$ cat src/rtl/lsu_pkg.sv
// Shared types for the load/store unit: funct3 size codes, FSM states and
// the fault classification helper used by the top level.
package lsu_pkg;

  // RV32 load/store size and sign codes
  typedef enum logic [2:0] {
    F3_B  = 3'b000,
    F3_H  = 3'b001,
    F3_W  = 3'b010,
    F3_BU = 3'b100,
    F3_HU = 3'b101
  } funct3_e;

  // Fixed three-phase access sequence
  typedef enum logic [1:0] {
    ST_IDLE   = 2'd0,
    ST_ACCESS = 2'd1,
    ST_RESP   = 2'd2
  } state_e;

  // True when the access is misaligned or the size code is illegal.
  // Unsigned codes only make sense for loads, so a store with BU/HU faults.
  function automatic logic access_fault(input logic       we,
                                        input logic [2:0] funct3,
                                        input logic [1:0] addr_lo);
    logic f;
    f = 1'b0;
    case (funct3)
      F3_B:    f = 1'b0;
      F3_BU:   f = we;
      F3_H:    f = addr_lo[0];
      F3_HU:   f = addr_lo[0] | we;
      F3_W:    f = (addr_lo != 2'b00);
      default: f = 1'b1;
    endcase
    return f;
  endfunction

endpackage

$ cat src/rtl/lsu_align.sv
// Pure combinational lane logic: store byte replication and write mask,
// load byte/halfword extraction with sign or zero extension.
module lsu_align
  import lsu_pkg::*;
(
  input  logic [2:0]  funct3,
  input  logic [1:0]  addr_lo,
  input  logic [31:0] wdata,
  input  logic [31:0] rdata_word,
  output logic [31:0] store_data,
  output logic [3:0]  store_mask,
  output logic [31:0] load_data
);

  logic [7:0]  rbytes [4];
  logic [7:0]  rbyte;
  logic [15:0] rhalf;

  // Split the read word into byte lanes
  for (genvar gi = 0; gi < 4; gi++) begin : g_lane
    assign rbytes[gi] = rdata_word[8*gi +: 8];
  end

  assign rbyte = rbytes[addr_lo];
  assign rhalf = addr_lo[1] ? rdata_word[31:16] : rdata_word[15:0];

  // Store: replicate the right-aligned data across lanes and pick the mask
  always_comb begin
    store_data = 32'b0;
    store_mask = 4'b0000;
    case (funct3[1:0])
      2'b00: begin
        store_data = {4{wdata[7:0]}};
        store_mask = 4'b0001 << addr_lo;
      end
      2'b01: begin
        store_data = {2{wdata[15:0]}};
        store_mask = 4'b0011 << addr_lo;
      end
      2'b10: begin
        store_data = wdata;
        store_mask = 4'b1111;
      end
      default: begin
        store_data = 32'b0;
        store_mask = 4'b0000;
      end
    endcase
  end

  // Load: extract the addressed lane and extend to 32 bits
  always_comb begin
    load_data = 32'b0;
    case (funct3)
      F3_B:    load_data = {{24{rbyte[7]}}, rbyte};
      F3_BU:   load_data = {24'b0, rbyte};
      F3_H:    load_data = {{16{rhalf[15]}}, rhalf};
      F3_HU:   load_data = {16'b0, rhalf};
      F3_W:    load_data = rdata_word;
      default: load_data = 32'b0;
    endcase
  end

endmodule

$ cat src/rtl/lsu.sv
// Load/store unit: accepts one request per three cycles, drives a single
// access cycle to data memory and returns a registered one-cycle response.
module lsu
  import lsu_pkg::*;
(
  input  logic        clk,
  input  logic        rst,
  input  logic        req_valid,
  output logic        req_ready,
  input  logic        req_we,
  input  logic [2:0]  req_funct3,
  input  logic [31:0] req_addr,
  input  logic [31:0] req_wdata,
  output logic        resp_valid,
  output logic [31:0] resp_rdata,
  output logic        resp_fault,
  output logic [31:0] mem_addr,
  output logic [31:0] mem_wdata,
  output logic [3:0]  mem_wmask,
  output logic        mem_we,
  input  logic [31:0] mem_rdata
);

  state_e      state_reg, state_next;
  logic        we_reg;
  logic [2:0]  funct3_reg;
  logic [31:0] addr_reg;
  logic [31:0] wdata_reg;
  logic [31:0] rdata_reg;
  logic        fault_reg;

  logic        fault;
  logic        store_ok;
  logic [31:0] store_data;
  logic [3:0]  store_mask;
  logic [31:0] load_data;

  lsu_align u_align (
    .funct3     (funct3_reg),
    .addr_lo    (addr_reg[1:0]),
    .wdata      (wdata_reg),
    .rdata_word (mem_rdata),
    .store_data (store_data),
    .store_mask (store_mask),
    .load_data  (load_data)
  );

  assign fault = access_fault(we_reg, funct3_reg, addr_reg[1:0]);

  // Reset is gated in combinationally so a reset landing mid-access never
  // reaches memory and a reset landing in RESP drops the pulse immediately.
  assign store_ok   = (state_reg == ST_ACCESS) && we_reg && !fault && !rst;
  assign mem_we     = store_ok;
  assign mem_wmask  = store_ok ? store_mask : 4'b0000;
  assign mem_wdata  = store_ok ? store_data : 32'b0;
  assign mem_addr   = addr_reg;
  assign req_ready  = (state_reg == ST_IDLE) && !rst;
  assign resp_valid = (state_reg == ST_RESP) && !rst;
  assign resp_rdata = rdata_reg;
  assign resp_fault = fault_reg;

  // State register
  always_ff @(posedge clk) begin
    if (rst) state_reg <= ST_IDLE;
    else     state_reg <= state_next;
  end

  // Next-state: fixed IDLE -> ACCESS -> RESP -> IDLE walk
  always_comb begin
    state_next = state_reg;
    case (state_reg)
      ST_IDLE:   if (req_valid) state_next = ST_ACCESS;
      ST_ACCESS: state_next = ST_RESP;
      ST_RESP:   state_next = ST_IDLE;
      default:   state_next = ST_IDLE;
    endcase
  end

  // Capture the request on handshake; inputs are ignored afterwards
  always_ff @(posedge clk) begin
    if (rst) begin
      we_reg     <= 1'b0;
      funct3_reg <= 3'b000;
      addr_reg   <= 32'b0;
      wdata_reg  <= 32'b0;
    end else if (state_reg == ST_IDLE && req_valid) begin
      we_reg     <= req_we;
      funct3_reg <= req_funct3;
      addr_reg   <= req_addr;
      wdata_reg  <= req_wdata;
    end
  end

  // Register the response at the end of ACCESS and hold it until the next one
  always_ff @(posedge clk) begin
    if (rst) begin
      rdata_reg <= 32'b0;
      fault_reg <= 1'b0;
    end else if (state_reg == ST_ACCESS) begin
      rdata_reg <= (fault || we_reg) ? 32'b0 : load_data;
      fault_reg <= fault;
    end
  end

endmodule

$ cat config.mk
export PLATFORM = sky130hd
export DESIGN_NAME = lsu
export DESIGN_NICKNAME = d
export VERILOG_FILES = /design/src/rtl/lsu_pkg.sv /design/src/rtl/lsu_align.sv /design/src/rtl/lsu.sv
export SDC_FILE = /design/constraint.sdc
export NUM_CORES = 1
export LEC_CHECK = 0
export ABC_AREA = 1
export BUFFER_PORTS_ARGS = -buffer_cell sky130_fd_sc_hd__buf_2
export CELL_PAD_IN_SITES_DETAIL_PLACEMENT = 0
export CELL_PAD_IN_SITES_GLOBAL_PLACEMENT = 1
export CORE_ASPECT_RATIO = 2
export CORE_MARGIN = 3
export CORE_UTILIZATION = 35
export DETAILED_ROUTE_END_ITERATION = 6
export GPL_ROUTABILITY_DRIVEN = 0
export PLACE_DENSITY_LB_ADDON = 0.1
export SETUP_SLACK_MARGIN = 0.05
export SLEW_MARGIN = 30
export SYNTH_ARGS = -nofsm -noshare
export SYNTH_HDL_FRONTEND = slang
export SYNTH_SLANG_ARGS = --single-unit
export TNS_END_PERCENT = 30
$ cat constraint.sdc
create_clock -name clk -period 4.1 [get_ports clk]
set_input_delay 1.23 -clock clk [delete_from_list [all_inputs] [get_ports clk]]
set_output_delay 1.23 -clock clk [all_outputs]
set_load 0.01 [all_outputs]
==> impl_metrics.env, run 1 <==
export IMPL_status="finished clean"
export IMPL_final_cell_mix="nand2_1, buf_2, a21oi_1"
export IMPL_finalSetupTns_ns=0
export IMPL_dp_cells=1060
export IMPL_postLayoutCoreUtil_pct=45.6
export IMPL_cp_end_kind="primary output"
export IMPL_hold_path_end="resp_rdata[14]$_SDFFE_PP0N_"
export IMPL_seqPwrFrac_pct=46.1
export IMPL_clk_pin_slew_worst_paths_ns=0.07
export IMPL_ios=207
export IMPL_slew_violations=0
export IMPL_fmax_ghz=0.296
export IMPL_clkLatencyLatePin_ns=0.35
export IMPL_dieArea_um2=15400
export IMPL_grt_pass1_vias=5214
export IMPL_syn_nets=844
export IMPL_yosysWarnings=0
export IMPL_crit_slowest_cell="buf_4"
export IMPL_place_ws_ns=0.708
export IMPL_vias=5349
export IMPL_fin_cells=1077
export IMPL_timing_rr_end="resp_rdata[8]$_SDFFE_PP0N_"
export IMPL_min_path_type="register to register"
export IMPL_cts_resized=0
export IMPL_grt_pass1_wl_um=25500
export IMPL_synth_area_um2=4840
export IMPL_setup_viol=0
export IMPL_avgSynthCellArea_um2=6.53
export IMPL_p_int_mw=1.65
export IMPL_clock_skew_ns=0.00773
export IMPL_synth_top_area_cell="dfxtp_1"
export IMPL_r2r_cells=8
export IMPL_layout_drive_gt1_share_pct=26.3
export IMPL_period_minus_slack_ns=3.38
export IMPL_sw_frac_of_total_pct=31.4
export IMPL_wire_per_inst_um=15.6
export IMPL_ant_nets=0
export IMPL_grt_overflow=0
export IMPL_worst_slack_ns=0.720
export IMPL_cts_htree_levels=3
export IMPL_hold_viol_final=0
export IMPL_synth_seq_cells=103
export IMPL_synth_top_area_share_pct=42.6
export IMPL_leakage_nw=3.05
export IMPL_drc=0
export IMPL_die_h_um=172
export IMPL_cp_max_fo=37
export IMPL_dp_hpwl_um=12600
export IMPL_final_area_um2=6170
export IMPL_seqCellArea_um2=2060
export IMPL_critPathBufInv=3
export IMPL_synth_cell_types=24
export IMPL_slowest_delay_ns=0.25
export IMPL_crit_family="buffers and inverters"
export IMPL_rrSetupSlack_ns=1.74
export IMPL_pwr_share_comb_pct=18.7
export IMPL_routed_wl_um=16800
export IMPL_max_slew_margin_pct=41.7
export IMPL_cts_setup_buffers=0
export IMPL_die_w_um=89.2
export IMPL_grt_max_degree=84
export IMPL_drt_iter0_markers=194
export IMPL_finalCritPeriodShare_pct=82.4
export IMPL_rows=60
export IMPL_start_kind="input pin"
export IMPL_io_buffers=206
export IMPL_synth_cells=741
export IMPL_ys_seq_area_share_pct=42.6
export IMPL_cts_tree="built"
export IMPL_syn_to_final_growth_pct=27.3
export IMPL_start_util_pct=35.8
export IMPL_crit_arrival_ns=2.15
export IMPL_grt_antenna_before_repair=2
export IMPL_cellPowerDensity_nw_per_um2=389
export IMPL_clkSinkCount=103
export IMPL_rsz0062_at_grt="no"
export IMPL_hold_start="resp_rdata[14]$_SDFFE_PP0N_"
export IMPL_cts_root_buf="clkbuf_16"
export IMPL_worstHoldPathCells=2
export IMPL_worst_setup_path_type="input pin to primary output"
export IMPL_path_cells="buf_4 > nor2_2 > nand4_2 > buf_4 > a21oi_1 > buf_2"
export IMPL_holdBufCountCts=0
export IMPL_p_sw_uw=754
export IMPL_dpl_cell_area_um2=5870
export IMPL_fin_nets=1019
export IMPL_cap_violations=0
export IMPL_grt_use_total_pct=21.4
export IMPL_required_ns=2.87
export IMPL_coreArea_um2=13500
export IMPL_multi_input_area_um2=2380
export IMPL_power_frac_clock_pct=35.2
export IMPL_crit_top_cell="buf_4"
export IMPL_tightest_slew_ns=0.874
export IMPL_peakVddDrop_v=0.000197
export IMPL_drt_pass1_iterations=5
export IMPL_synth_area_top_cells="dfxtp_1, nand2_1, a21oi_1, nor2_1, inv_1"
export IMPL_fillCellCount=1493
export IMPL_cts_buffer_depth=2
export IMPL_viasPerCell=4.97
export IMPL_mostFrequentLayoutCell="nand2_1"
export IMPL_cts_buffers=9
export IMPL_r2r_start="mem_addr[1]$_SDFFE_PP0P_"
-- how the worst max path moves through the flow --
stage | start | endpoint | slack, ns | depth (start not counted)
CTS | rst | mem_wdata[20] | 0.71 | 6
detailed placement | rst | mem_wdata[20] | 0.71 | 6
global placement | rst | mem_wdata[20] | 0.76 | 6
global route | funct3_reg[0]$_SDFFE_PP0P_ | mem_wdata[25] | 0.53 | 5
finish | rst | mem_wdata[22] | 0.72 | 6
floorplan | rst | mem_wdata[23] | 0.75 | 5
-- final cells by class --
type | count | share of cell area [%]
antenna | 1 | 0.0406
clock buffer | 9 | 3.65
clock inverter | 7 | 1.06
inverter | 41 | 2.54
multi-input combinational | 549 | 38.6
sequential | 103 | 33.4
tap | 155 | 3.15
timing repair buffer | 212 | 17.5
-- power by group through the flow --
stage	registers (mW)	clock network, mW	logic (mW)
5_1_grt	1.11	0.911	0.512
2_1_floorplan	1.13	0	0.284
6_report	1.11	0.845	0.449
4_1_cts	1.11	0.872	0.458
3_5_place_dp	1.13	0	0.456
3_3_place_gp	1.13	0	0.455
-- per-stage QoR --
step / power (mW) / hold WS [ns]
2_1_floorplan: 1.41 / 0.444
3_3_place_gp: 1.58 / 0.449
3_5_place_dp: 1.58 / 0.452
4_1_cts: 2.44 / 0.464
5_1_grt: 2.54 / 0.481
6_report: 2.40 / 0.463
-- worst min-delay path, delay by kind of cell (launching register included) --
kind / cells / cell delay, ns
AO/OA/AOI/OAI: 1 / 0.05
flip-flops: 1 / 0.31
AND/OR/NAND/NOR: 1 / 0.06
-- kinds of logic after synthesis --
family | synth area share, %
simple gates | 32.5
compound gates | 16.5
flops | 42.6
buf+inv | 8.27
xor+xnor | 0.181
-- Yosys cell counts --
library cell and count:
a21oi_1 114, inv_4 1, nor3_1 2, xor2_1 1
nor2_4 3, nand3_1 14, dfxtp_1 103, a31oi_1 1
nand3_2 1, nor2_1 100, clkbuf_1 23, buf_6 4
nand2_1 278, buf_2 15, nand2_2 1, nand4_2 1
buf_4 4, nor2_2 2, buf_1 2, inv_2 4
o21ai_0 9, a221oi_1 8, inv_1 36, a211oi_1 14
-- per-layer routing --
layer	vias to the layer above	part of all wire, %	GRT usage, %
li1	2703	-	-
met1	2450	36	22.2
met2	165	56	40.7
met3	29	5.2	3.77
met4	2	3.0	8.94
met5	-	0.066	0
No activity file was read; power rests on OpenSTA's default activity.
==> run 2: changes to the inputs <==
--- a/config.mk
+++ b/config.mk
@@ -5,13 +5,13 @@
 export SDC_FILE = /design/constraint.sdc
 export NUM_CORES = 1
 export LEC_CHECK = 0
-export ABC_AREA = 1
+export ABC_AREA = 0
 export BUFFER_PORTS_ARGS = -buffer_cell sky130_fd_sc_hd__buf_2
 export CELL_PAD_IN_SITES_DETAIL_PLACEMENT = 0
 export CELL_PAD_IN_SITES_GLOBAL_PLACEMENT = 1
 export CORE_ASPECT_RATIO = 2
 export CORE_MARGIN = 3
-export CORE_UTILIZATION = 35
+export CORE_UTILIZATION = 30
 export DETAILED_ROUTE_END_ITERATION = 6
 export GPL_ROUTABILITY_DRIVEN = 0
 export PLACE_DENSITY_LB_ADDON = 0.1
==> constraint.sdc (replaced) <==
create_clock -name clk -period 2.9 [get_ports clk]
set_input_delay 0.87 -clock clk [delete_from_list [all_inputs] [get_ports clk]]
set_output_delay 0.87 -clock clk [all_outputs]
set_load 0.01 [all_outputs]
==> impl_metrics.env, run 2 <==
export IMPL_status="finished clean"
export IMPL_io_buffers=206
export IMPL_cellPowerDensity_nw_per_um2=514
export IMPL_max_slew_margin_pct=48.9
export IMPL_finalPower_mw=3.34
export IMPL_rows=63
export IMPL_ys_seq_area_share_pct=44.6
export IMPL_grt_max_degree=54
export IMPL_clock_skew_ns=0.00746
export IMPL_clkLatencyLatePin_ns=0.35
export IMPL_cp_end_kind="primary output"
export IMPL_routed_wl_um=17100
export IMPL_die_h_um=181
export IMPL_synth_cell_types=42
export IMPL_fmax_ghz=0.353
export IMPL_drc=0
export IMPL_synth_cells=578
export IMPL_tightest_slew_ns=0.766
export IMPL_avgSynthCellArea_um2=7.99
export IMPL_syn_nets=681
export IMPL_min_path_type="register to register"
export IMPL_dpl_cell_area_um2=5900
export IMPL_slew_violations=0
export IMPL_cts_buffer_depth=2
export IMPL_wire_per_inst_um=17.7
export IMPL_leakage_nw=2.83
export IMPL_synth_area_top_cells="dfxtp_1, a21oi_1, nand2_1, nor2_1, a221o_1"
export IMPL_worst_setup_path_type="input pin to primary output"
export IMPL_drt_iter0_markers=297
export IMPL_cts_buffers=9
export IMPL_dieArea_um2=17000
export IMPL_cp_max_fo=14
export IMPL_cap_violations=0
export IMPL_clkSinkCount=103
export IMPL_setup_viol=0
export IMPL_clk_pin_slew_worst_paths_ns=0.07
export IMPL_required_ns=2.03
export IMPL_synth_seq_cells=103
export IMPL_synth_top_area_cell="dfxtp_1"
export IMPL_final_area_um2=6510
export IMPL_netlist_top_cells_count="nand2_1, a21oi_1, dfxtp_1, nor2_1, clkbuf_1"
export IMPL_cts_tree="built"
export IMPL_grt_overflow=0
export IMPL_fin_nets=867
export IMPL_grt_antenna_before_repair=1
export IMPL_rsz0062_at_grt="yes"
export IMPL_peakVddDrop_v=0.000279
export IMPL_syn_to_final_growth_pct=41.0
export IMPL_viasPerCell=5.10
export IMPL_fillCellCount=1589
export IMPL_synth_most_common_cell="nand2_1"
export IMPL_dp_hpwl_um=12400
export IMPL_postLayoutCoreUtil_pct=43.5
export IMPL_vias=4916
export IMPL_coreArea_um2=15000
export IMPL_crit_arrival_ns=1.97
export IMPL_grt_pass1_vias=4773
export IMPL_drt_pass1_iterations=5
export IMPL_synth_area_um2=4620
export IMPL_yosysWarnings=0
export IMPL_layout_drive_gt1_share_pct=38.4
export IMPL_synthFlopType="dfxtp_1"
export IMPL_start_util_pct=30.8
export IMPL_async_flop_share_pct=0
export IMPL_synth_edff_count=0
export IMPL_start_kind="input pin"
export IMPL_finalCritPeriodShare_pct=97.8
export IMPL_die_w_um=93.7
export IMPL_hold_slack_ns=0.451
export IMPL_ios=207
export IMPL_cts_htree_levels=3
export IMPL_period_minus_slack_ns=2.84
export IMPL_mostFrequentLayoutCell="buf_2"
export IMPL_final_cell_mix="buf_2, nand2_1, a21oi_1"
export IMPL_hold_viol_final=0
export IMPL_synth_top_area_share_pct=44.6
export IMPL_cts_root_buf="clkbuf_16"
export IMPL_ant_nets=0
export IMPL_grt_pass1_wl_um=25500
export IMPL_grt_use_total_pct=19.3
## run 2: area by class of cell
class	count	area, um2	area share [%]
tap	195	244	3.75
inverter	4	15.0	0.231
multi-input combinational	419	2490	38.3
sequential	103	2060	31.7
clock buffer	10	229	3.52
clock inverter	5	60.1	0.922
antenna	1	2.50	0.0384
timing repair buffer	227	1410	21.6
## run 2: timing repair
action / CTS / global route
pin swaps: 0 / 9
resized for setup: 3 / 56
gates cloned: 0 / 2
hold buffers: 0 / 0
setup buffers: 0 / 1
endpoints found under the setup margin: 27 / 36
## run 2: per-layer routing
metal  up-vias  global-route usage, %  wire length (um)
met3        26                   3.77              1160
met5         -                      0                 0
met4         0                   9.49               648
met1      2308                   21.0              6140
li1       2374                      -                 -
met2       208                   34.6              9160
## run 2: critical path, cell delays in order
cell and delay [ns]:
buf_12 0.11, nor3b_4 0.17, nand2_1 0.07, or2_4 0.29, clkbuf_16 0.21, nor2_2 0.11, buf_2 0.13
## run 2: report_power, final
part | internal [mW] | switching (mW) | leakage [nW]
registers | 1.50 | 0.0551 | 0.843
logic | 0.241 | 0.338 | 1.85
clock network | 0.667 | 0.544 | 0.139
## run 2: final timing paths
kind	from	endpoint	slack (ns)	cells after the start
max	rst	mem_wdata[18]	0.06	7
min	mem_addr[7]$_SDFFE_PP0P_	mem_addr[7]$_SDFFE_PP0P_	0.45	2
max reg2reg	funct3_reg[0]$_SDFFE_PP0P_	resp_rdata[3]$_SDFFE_PP0N_	0.77	5
min reg2reg	mem_addr[7]$_SDFFE_PP0P_	mem_addr[7]$_SDFFE_PP0P_	0.45	2
## run 2: kinds of logic (layout without fill, tap and decap cells)
kind of cell	Yosys count	in the layout	synth area share (%)
multiplexers	16	16	3.68
flip-flops	103	103	44.6
buffers and inverters	56	246	5.74
AND/OR/NAND/NOR	225	225	21.5
other	0	1	0
AO/OA/AOI/OAI	178	178	24.4
## run 2: metrics by stage
step	worst slack [ns]	TNS (ns)	cells
3_3_place_gp	0.0132	0	945
4_1_cts	0.0134	0	960
3_5_place_dp	0.00434	0	945
5_1_grt	-0.00501	-0.00883	964
2_1_floorplan	0.0266	0	578
6_report	0.0635	0	964
==> run 3: changes to the inputs <==
--- a/config.mk
+++ b/config.mk
@@ -11,7 +11,7 @@
 export CELL_PAD_IN_SITES_GLOBAL_PLACEMENT = 1
 export CORE_ASPECT_RATIO = 2
 export CORE_MARGIN = 3
-export CORE_UTILIZATION = 30
+export CORE_UTILIZATION = 36
 export DETAILED_ROUTE_END_ITERATION = 6
 export GPL_ROUTABILITY_DRIVEN = 0
 export PLACE_DENSITY_LB_ADDON = 0.1
==> constraint.sdc (replaced) <==
create_clock -name clk -period 3.45 [get_ports clk]
set_input_delay 1.035 -clock clk [delete_from_list [all_inputs] [get_ports clk]]
set_output_delay 1.035 -clock clk [all_outputs]
set_load 0.01 [all_outputs]
==> impl_metrics.env, run 3 (synthesis results as in run 2) <==
export IMPL_rsz0062_at_grt="no"
export IMPL_mostFrequentLayoutCell="buf_2"
export IMPL_cap_violations=0
export IMPL_die_h_um=166
export IMPL_cts_buffers=9
export IMPL_fin_nets=863
export IMPL_rows=58
export IMPL_fmax_ghz=0.309
export IMPL_required_ns=2.41
export IMPL_min_path_type="register to register"
export IMPL_io_buffers=206
export IMPL_grt_max_degree=56
export IMPL_grt_use_total_pct=21.9
export IMPL_cts_setup_buffers=0
export IMPL_clkLatencyLatePin_ns=0.34
export IMPL_viasPerCell=5.16
export IMPL_period_minus_slack_ns=3.23
export IMPL_worstHoldPathCells=2
export IMPL_cp_max_fo=15
export IMPL_r2r_cells=5
export IMPL_wire_per_inst_um=17.1
export IMPL_vias=4725
export IMPL_start_util_pct=36.8
export IMPL_grt_antenna_before_repair=1
export IMPL_clock_skew_ns=0.00654
export IMPL_status="finished clean"
export IMPL_coreArea_um2=12600
export IMPL_hold_path_end="mem_addr[11]$_SDFFE_PP0P_"
export IMPL_finalPower_mw=2.77
export IMPL_hold_viol_final=0
export IMPL_clkSinkCount=103
export IMPL_holdBufCountCts=0
export IMPL_max_slew_margin_pct=52.3
export IMPL_hold_slack_ns=0.452
export IMPL_cellPowerDensity_nw_per_um2=458
export IMPL_cts_root_buf="clkbuf_16"
export IMPL_worst_setup_path_type="input pin to primary output"
export IMPL_ant_nets=0
export IMPL_grt_pass1_wl_um=25100
export IMPL_cts_tree="built"
export IMPL_ios=207
export IMPL_tightest_slew_ns=0.716
export IMPL_grt_overflow=0
export IMPL_finalCritPeriodShare_pct=93.7
export IMPL_rrSetupSlack_ns=1.34
export IMPL_drt_iter0_markers=186
export IMPL_final_cell_mix="buf_2, nand2_1, a21oi_1"
export IMPL_routed_wl_um=15600
export IMPL_cts_buffer_depth=2
export IMPL_finalSetupTns_ns=0
export IMPL_cts_resized=0
export IMPL_peakVddDrop_v=0.000300
export IMPL_slew_violations=0
export IMPL_timing_rr_end="resp_rdata[5]$_SDFFE_PP0N_"
export IMPL_start_kind="input pin"
export IMPL_cts_htree_levels=3
export IMPL_crit_arrival_ns=2.20
export IMPL_setup_viol=0
export IMPL_grt_pass1_vias=4949
export IMPL_drc=0
export IMPL_cp_end_kind="primary output"
export IMPL_syn_to_final_growth_pct=31.0
export IMPL_drt_pass1_iterations=4
export IMPL_leakage_nw=2.75
export IMPL_die_w_um=86.1
export IMPL_r2r_start="funct3_reg[0]$_SDFFE_PP0P_"
export IMPL_hold_start="mem_addr[11]$_SDFFE_PP0P_"
export IMPL_layout_drive_gt1_share_pct=34.4
export IMPL_clk_pin_slew_worst_paths_ns=0.07
export IMPL_dieArea_um2=14300
export IMPL_dp_hpwl_um=11800
[run 3: changes by cell type in the layout (fill, tap and decap cells not counted), moves of 5 or more]
cell and change:
nor2_2 -5, buf_6 -16, buf_2 +16, nor2_4 -15
nor2_1 +20
[run 3: how the worst max path moves through the flow]
stage | from | end | slack [ns] | cells past startpoint
finish | rst | mem_wdata[25] | 0.22 | 7
global route | rst | mem_wdata[26] | 0.08 | 7
CTS | rst | mem_wdata[6] | 0.06 | 7
detailed placement | rst | mem_wdata[6] | 0.07 | 7
global placement | rst | mem_wdata[7] | 0.13 | 7
floorplan | rst | mem_wdata[10] | 0.21 | 7
[run 3: critical path, cell delays in order]
cell and delay, ns:
buf_2 0.11, nor3b_2 0.19, nand2_1 0.06, or2_1 0.29, buf_4 0.22, nor2_1 0.13, buf_2 0.14
[run 3: routing by layer]
| layer | part of all wire (%) | global-route usage (%) |
|---|---|---|
| met5 | 0 | 0 |
| met4 | 4.6 | 12.4 |
| met3 | 6.4 | 4.62 |
| met2 | 52 | 38.3 |
| met1 | 37 | 23.8 |
[run 3: final cells by class]
type | instances | area, um2
fillers | 1345 | 6500
multi-input cells | 419 | 2310
flip-flops and latches | 103 | 2060
inverters | 4 | 15.0
well taps | 150 | 188
clock inverters | 5 | 58.8
diodes | 1 | 2.50
repair buffers | 223 | 1180
clock buffers | 11 | 233
[run 3: where the power goes]
group          internal, mW  total (mW)  switching (mW)  leakage [nW]
clock network         0.564        1.02           0.453         0.136
logic                 0.189       0.452           0.262          1.77
registers              1.26        1.31          0.0457         0.843
[run 3: per-stage QoR]
stage                     utilization (%)  worst slack, ns  instance area (um2)  instances
after floorplan                         -            0.212                 4620        578
after global placement               45.8            0.132                 5750        899
after detailed placement             45.8           0.0710                 5750        899
after CTS                            48.1           0.0615                 6040        915
after global routing                 48.2           0.0760                 6050        916
final                                48.2            0.219                 6050        916
